<file path="config.mk">
export PLATFORM = sky130hd
export DESIGN_NAME = fifo_rd_packer
export DESIGN_NICKNAME = d
export VERILOG_FILES = /design/src/rtl/fifo_rd_pkg.sv /design/src/rtl/rd_idle_timer.sv /design/src/rtl/fifo_rd_packer.sv
export SDC_FILE = /design/constraint.sdc
export NUM_CORES = 1
export LEC_CHECK = 0
export CAP_MARGIN = 10
export CORE_MARGIN = 10
export CORE_UTILIZATION = 28
export DETAILED_ROUTE_END_ITERATION = 8
export PLACE_DENSITY = 0.52
export SETUP_SLACK_MARGIN = 0.2
export SYNTH_ARGS = -nofsm -noshare
export SYNTH_HDL_FRONTEND = slang
export SYNTH_SLANG_ARGS = --single-unit
</file>
<file path="constraint.sdc">
create_clock -name rclk -period 3.25 [get_ports rclk]
set_input_delay 0.975 -clock rclk [delete_from_list [all_inputs] [get_ports rclk]]
set_output_delay 0.975 -clock rclk [all_outputs]
set_load 0.01 [all_outputs]
</file>
<file path="src/rtl/fifo_rd_pkg.sv">
// Shared types and helpers for the FIFO read-side word packer.
package fifo_rd_pkg;

    // Packer states: empty word, partial word, word presented downstream.
    typedef enum logic [1:0] {
        IDLE    = 2'd0,
        COLLECT = 2'd1,
        OUT     = 2'd2
    } state_t;

    // Widest word the keep helper supports (bytes per word).
    localparam int MAX_BPW = 8;

    // One-hot keep bit for the byte lane selected by byte_cnt.
    function automatic logic [MAX_BPW-1:0] lane_mask(input logic [2:0] lane);
        lane_mask = MAX_BPW'(1) << lane;
    endfunction

endpackage

</file>
<file path="src/rtl/rd_idle_timer.sv">
// Saturating idle counter; expired flags TIMEOUT idle cycles (never for TIMEOUT=0).
module rd_idle_timer #(
    parameter int TIMEOUT = 16
) (
    input  logic clk,
    input  logic rst,
    input  logic clear,
    input  logic inc,
    output logic expired
);

    localparam int CW = (TIMEOUT > 1) ? $clog2(TIMEOUT) : 1;
    localparam logic [CW-1:0] LIMIT = (TIMEOUT > 0) ? CW'(TIMEOUT - 1) : '0;

    logic [CW-1:0] idle_cnt;

    // Count idle cycles, holding at LIMIT so the count never wraps.
    // NOTE: sequential state uses <= so every flop samples pre-edge values.
    always_ff @(posedge clk) begin
        if (rst || clear) begin
            idle_cnt <= '0;
        end else if (inc && (idle_cnt != LIMIT)) begin
            idle_cnt <= idle_cnt + 1'b1;
        end
    end

    assign expired = (TIMEOUT > 0) && (idle_cnt == LIMIT);

endmodule

</file>
<file path="src/rtl/fifo_rd_packer.sv">
// Drains a first-word-fall-through byte FIFO and packs BPW bytes little-endian
// into a valid/ready word stream, flushing partial words after an idle timeout.
module fifo_rd_packer
    import fifo_rd_pkg::*;
#(
    parameter int DSIZE   = 8,
    parameter int BPW     = 4,
    parameter int TIMEOUT = 16
) (
    input  logic                 rclk,
    input  logic                 rrst,
    input  logic [DSIZE-1:0]     rdata,
    input  logic                 rempty,
    output logic                 rinc,
    output logic [DSIZE*BPW-1:0] out_data,
    output logic [BPW-1:0]       out_keep,
    output logic                 out_valid,
    input  logic                 out_ready
);

    localparam int CNTW = $clog2(BPW);

    state_t          state, state_nxt;
    logic [CNTW-1:0] byte_cnt;
    logic            accept;
    logic            pop;
    logic            first;
    logic            last;
    logic            expired;
    logic [BPW-1:0]  lane_bit;

    assign out_valid = (state == OUT);
    assign accept    = !out_valid || out_ready;
    assign rinc      = !rempty && accept && !rrst;
    assign pop       = rinc;
    assign first     = (byte_cnt == '0);
    assign last      = (byte_cnt == CNTW'(BPW - 1));
    assign lane_bit  = BPW'(lane_mask(3'(byte_cnt)));

    // The timer only runs while a partial word waits for more bytes.
    rd_idle_timer #(
        .TIMEOUT (TIMEOUT)
    ) u_idle_timer (
        .clk     (rclk),
        .rst     (rrst),
        .clear   (pop || (state != COLLECT)),
        .inc     (state == COLLECT),
        .expired (expired)
    );

    // State register.
    always_ff @(posedge rclk) begin
        if (rrst) begin
            state <= IDLE;
        end else begin
            state <= state_nxt;
        end
    end

    // Next-state logic; a pop always wins over a coincident timeout.
    // NOTE: assigning state_nxt before the case keeps this block latch-free.
    always_comb begin
        state_nxt = state;
        case (state)
            IDLE: begin
                if (pop) state_nxt = COLLECT;
            end
            COLLECT: begin
                if (pop) begin
                    if (last) state_nxt = OUT;
                end else if (expired) begin
                    state_nxt = OUT;
                end
            end
            OUT: begin
                if (out_ready) state_nxt = pop ? COLLECT : IDLE;
            end
            default: state_nxt = IDLE;
        endcase
    end

    // Lane write on each pop; the first byte of a word clears stale lanes.
    always_ff @(posedge rclk) begin
        if (rrst) begin
            out_data <= '0;
            out_keep <= '0;
            byte_cnt <= '0;
        end else if (pop) begin
            for (int i = 0; i < BPW; i++) begin
                if (CNTW'(i) == byte_cnt) begin
                    out_data[i*DSIZE +: DSIZE] <= rdata;
                end else if (first) begin
                    out_data[i*DSIZE +: DSIZE] <= '0;
                end
            end
            out_keep <= (first ? '0 : out_keep) | lane_bit;
            // BPW is a power of two, so the increment wraps to lane 0.
            byte_cnt <= byte_cnt + 1'b1;
        end else if ((state == COLLECT) && expired) begin
            byte_cnt <= '0;
        end
    end

endmodule

</file>
Yosys cells after proc, flatten, opt, wreduce, memory -nomap -nowiden:

Cells that the tools add are included.

* equal/unequal tests: 13
* bitwise logic cells: 1
* add/sub/neg operators: 2
* muxes and demuxes: 14
* reductions and logical operators: 21
* shift operators: 1

Operators with widths (count)
* two-way mux 8 bit: 4
* two-way mux 2 bit: 7
* AND reduction 2 bit: 4
* nonzero test 2 bit: 4
* inequality test 3 bit (second input constant): 2
* one-hot mux 2 bit (3 select lines): 1
* adder 4 x 1 -> 4 bit (second input constant): 1
* equality test 2 bit (first input constant): 2
* equality test 2 bit (second input constant): 2
* equality test 4 bit (second input constant): 1
* logical AND 1 bit: 4
* zero test 2 bit: 2
* two-way mux 4 bit: 1
* inequality test 2 x 1 -> 1 bit (second input constant): 2
* inequality test 4 bit (second input constant): 1
* bitwise OR 4 bit: 1
* AND reduction 4 bit: 1
* << shifter 1 x 2 -> 4 bit (first input constant): 1
* zero test 1 bit: 3
* logical OR 1 bit: 3
* adder 2 x 1 -> 2 bit (second input constant): 1
* equality test 1 x 2 -> 1 bit (first input constant): 1
* equality test 2 x 1 -> 1 bit (second input constant): 1
* inequality test 2 bit (second input constant): 1
* two-way mux 1 bit: 1

* word-level logic and storage cells: 60
* output and inout bits: 38
* input bits: 12
* bits in registers: 44

Depth between registers and ports, before layout:

* depth in word-level cells: 8
* mapped depth: 5
* gate-level depth less buffers: 5

Cells and area by module:

A second synthesis with hierarchy kept.

* cells, all modules: 208
* area, all modules: 1994.4 um^2

Modules (own cells, without submodules)
* fifo_rd_packer: area each 1783.0 um^2, instances 1, seq. area each 800.8 um^2, cells each 186
* rd_idle_timer: area each 211.5 um^2, instances 1, seq. area each 80.1 um^2, cells each 22

Least setup slack after synthesis:

Ideal clock, no wire load.

* kind: input port to output port
* start point: in out_ready
* end point: out rinc
* stages on the path: 4
* data required time: 2.275 ns
* buffers on the path: 1
* setup slack: 0.644 ns
* arrival: 1.631 ns
* cells stage by stage: or3b_1 > buf_6 > nand2_2 > inv_1

* longest elaborated chain between the ends: 3

Ends and longest elaborated chain
* from (decl): RTL line fifo_rd_packer.sv:18 `input logic out_ready`
* logical OR 1 bit: RTL line fifo_rd_packer.sv:33 `assign accept = !out_valid || out_ready;`
* logical AND 1 bit (2 in series): RTL line fifo_rd_packer.sv:34 `assign rinc = !rempty && accept && !rrst;`
* to (decl): RTL line fifo_rd_packer.sv:14 `output logic rinc,`

Every way passes these cells.

Final worst setup path:

* start point: in rempty
* end point: out rinc

* longest elaborated chain between the ends: 3

Ends and longest elaborated chain
* from (decl): RTL line fifo_rd_packer.sv:13 `input logic rempty,`
* zero test 1 bit: RTL line fifo_rd_packer.sv:34
* logical AND 1 bit (2 in series): RTL line fifo_rd_packer.sv:34

Every way passes these cells.

==> impl_results.md <==
* Final Non-Filler Cells at slightly above 300
* IR drop worst, VDD at roughly 0.00018 V
* Hold endpoint: out_keep[0]$_SDFFE_PP0P_
* Antenna diode count at 0
* Vias in the first global route at ~1600
* Routed wire per std cell at ~17 um
* Die ar. at approximately 0.010 mm2
* Top sig layer: met4
* Total core area at roughly 0.0063 mm2
* Main flop type after synthesis: dfxtp_1
* Synth area leaders: dfxtp_1, a32o_1, o311ai_0
* Register share of total power at 54.4%
* Initial Util at ~29%
* Slew @ Worst Pin at approximately 420 ps
* Worst r2r src: byte_cnt[0]$_SDFFE_PP0P_
* Worst Reg-to-Reg Cells at 4
* Post-synth top area share at between 40 and 50%
* Die width at about 100 um
* Share of layout cells above drive strength 1 at a little over a tenth
* Clock Power Share at between 30% and 40%
* Worst min path class: reg -> reg
* Clk slew on worst S/H paths at roughly 70 ps
* Power per cell area at between 400 and 500 mW/mm2
* Vias per cell at between 5 and 6
* Metal2 WL at 2270 um
* Synth cell types at 34
* Leading cell types by count after synthesis: dfxtp_1, o21ai_0, o311ai_0, a32o_1, inv_1
* CTS tree: yes
* Post-route setup slack at roughly 390 ps
* Largest net degree at the start of global routing at 26
* Fmax at around 0.35 GHz
* Gate power share at about 14%
* WP data arrival at 1890 ps
* RSZ-0062 raised after global routing: no
* M1 WL at approximately 2400 um
* TritonCTS Sinks at 44
* Std-Cell Rows at 29
* Syn_nets at between 150 and 200
* Max clock buf depth at 2
* Initial DRC count at slightly above 90
* Hold buffers post-CTS at 0
* Max-cap violation count at 0
* Final setup viols at 0
* PortBufs at 49
* Crit share post-route at between 80% and 90%
* Setup crit end kind: output port
* Worst slack at placement at -107 ps
* Num CTS Buffers at 5
* Setup Buffers After CTS at 0
* CP Launch Type: input port
* CTS root buffer: clkbuf_8
* DRC viols at 0
* First-pass DRT Iterations at 4
* Sw Share at around a quarter
* Worst hold path stage count at 2
* Setup slack, reg-to-reg at about 1600 ps
* Layout area overhead at 37.2%
* Placed Cells at 300
* P_leak at about 0.90 nW
* Required @ worst endpoint at ~2300 ps
* Synth Area per Inst at between 10 and 15 um2
* Worst Path Max Fanout at 2
* GPL Wtd Cong at 0.770
* Critical path class: in -> out
* Worst Clk Skew at between 6 and 7 ps
* Fin. max-slew vios at 0
* Post-synthesis sequential area ratio at approximately half
* Final hold violation count at 0
* Sw Pwr at approximately 0.28 mW
* Crit path time final at about 2900 ps
* P_int at just under 0.8 mW
* Post-route ant nets at 0
* Crit-path cells: clkdlybuf4s50_1, nor2_2, nand2_2, inv_1, buf_2
* Hold Crit Start: out_keep[0]$_SDFFE_PP0P_
* Nets at 247
* H-tree depth at 2
* Synth Instances at between 150 and 200
* Routed wire length at around 5000 um
* Worst reg2reg endpoint: out_data[31]$_SDFFE_PP0P_
* Global-route wire length before repair at roughly 8400 um
* Yosys warns at 0
* HPWL Detailed at approximately 3700 um
* Initial antenna violation count at 0
* Slew headroom at between 70 and 80%
* Post-synth design cell area at 0.00179 mm2
* Met3 wire length at ~370 um
* Critical path launch point: rempty
* Yosys reg bits at 44
* Hold slack at between 400 and 500 ps
* Die height at approximately 100 um
* Fill count at 634
* Post-synth ARST share at 0%
* Biggest area consumer among synthesized cells: dfxtp_1
* Most common cell in the netlist: dfxtp_1
* Worst stage delay on the critical path at roughly 480 ps
* # IOs at 50
* Number of synthesized flops with an enable pin at 0
* Total grt overflow at 0
* Routed via count at between 1500 and 2000
* Clk_lat worst skew at 300 ps
* Total track usage at just over 10%
* Slowest CP cell: clkdlybuf4s50_1
* Status: complete, no violations
## cell usage in the layout, fill, tap and decap left out
| master | netlist | routed |
|---|---|---|
| a211oi_1 | 1 | 1 |
| a21oi_1 | 1 | 1 |
| a31oi_1 | 2 | 2 |
| a32o_1 | 17 | 17 |
| and2b_1 | 1 | 1 |
| and3_1 | 1 | 1 |
| and3_4 | 2 | 2 |
| buf_2 | 0 | 1 |
| buf_4 | 0 | 9 |
| clkbuf_1 | 6 | 1 |
| clkbuf_8 | 0 | 5 |
| clkdlybuf4s50_1 | 0 | 47 |
| clkinv_1 | 1 | 1 |
| clkinv_2 | 0 | 1 |
| dfxtp_1 | 44 | 44 |
| dlymetal6s2s_1 | 0 | 1 |
| ha_1 | 5 | 5 |
| inv_1 | 13 | 13 |
| mux2i_1 | 1 | 1 |
| nand2_1 | 9 | 9 |
| nand2_2 | 1 | 1 |
| nand2b_1 | 1 | 1 |
| nand3_1 | 6 | 6 |
| nand3b_1 | 2 | 2 |
| nor2_1 | 6 | 6 |
| nor2_2 | 1 | 1 |
| nor2b_1 | 2 | 2 |
| nor3_1 | 1 | 1 |
| nor3b_2 | 1 | 1 |
| o211ai_2 | 2 | 2 |
| o21ai_0 | 18 | 18 |
| o22ai_1 | 2 | 2 |
| o2bb2ai_1 | 1 | 1 |
| o311ai_0 | 18 | 18 |
| o31ai_1 | 2 | 2 |
| o41ai_2 | 1 | 1 |
| or3b_4 | 0 | 1 |
| xnor2_1 | 1 | 1 |
## worst max-delay path by stage
stage / cells after the start / endpoint / slack [ps]
2_1_floorplan: 4 / rinc / 640
3_3_place_gp: 5 / rinc / -90
3_5_place_dp: 5 / rinc / -110
4_1_cts: 5 / rinc / 240
5_1_grt: 5 / rinc / 320
6_report: 5 / rinc / 390
## through the flow
step	TNS, ps	utilization, %	instance area, um2	total power [mW]
2_1_floorplan	0	-	1790	0.656
3_3_place_gp	-92.6	38.0	2380	0.743
3_5_place_dp	-107	38.0	2380	0.743
4_1_cts	0	39.2	2460	1.07
5_1_grt	0	39.2	2460	1.11
6_report	0	39.2	2460	1.06
## worst max-delay path, delay by kind of cell
| kind | cells | cell delay, ps |
|---|---|---|
| buf+inv | 3 | 680 |
| simple gates | 2 | 240 |
## sequential cells by signal (all words and copies together) (netlist names), named ones only
| signal | cells |
|---|---|
| state | 2 |
| out_data | 32 |
| out_keep | 2 |
| byte_cnt | 2 |
| u_idle_timer.idle_cnt | 4 |
## final cells by class
| class | count | area, um2 | share of cell area (%) |
|---|---|---|---|
| Sequential cell | 44 | 881 | 35.8 |
| Multi-Input combinational cell | 107 | 800 | 32.5 |
| Timing Repair Buffer | 58 | 556 | 22.6 |
| Tap cell | 77 | 96.3 | 3.91 |
| Clock buffer | 6 | 72.6 | 2.95 |
| Inverter | 14 | 52.6 | 2.13 |
| Clock inverter | 1 | 5.00 | 0.203 |
## power groups by stage
stage	combinational (mW)	sequential [mW]	clock [mW]
global route	0.167	0.579	0.360
finish	0.152	0.576	0.331
floorplan	0.0620	0.594	0
detailed placement	0.154	0.588	0
global placement	0.155	0.588	0
CTS	0.154	0.576	0.336
## kinds of logic after synthesis
logic type,Yosys count,share of synthesized area [%]
buffers and inverters,25,6.49
flip-flops,44,49.1
AND/OR/NAND/NOR,35,10.9
adder cells (fa/ha/maj),5,3.49
XOR/XNOR,1,0.488
multiplexers,1,0.558
AO/OA/AOI/OAI,65,29.0
## routing by layer
layer / track usage [%] / vias to the layer above
met5: 0 / -
met2: 15.5 / 39
met4: 3.59 / 0
li1: - / 779
met1: 12.9 / 741
met3: 4.67 / 4
## what timing repair did
action | in CTS | in global routing
resized for setup | 5 | 1
endpoints found under the hold margin | 0 | 0
endpoints found under the setup margin | 1 | 1
(Power assumes the default switching activity.)
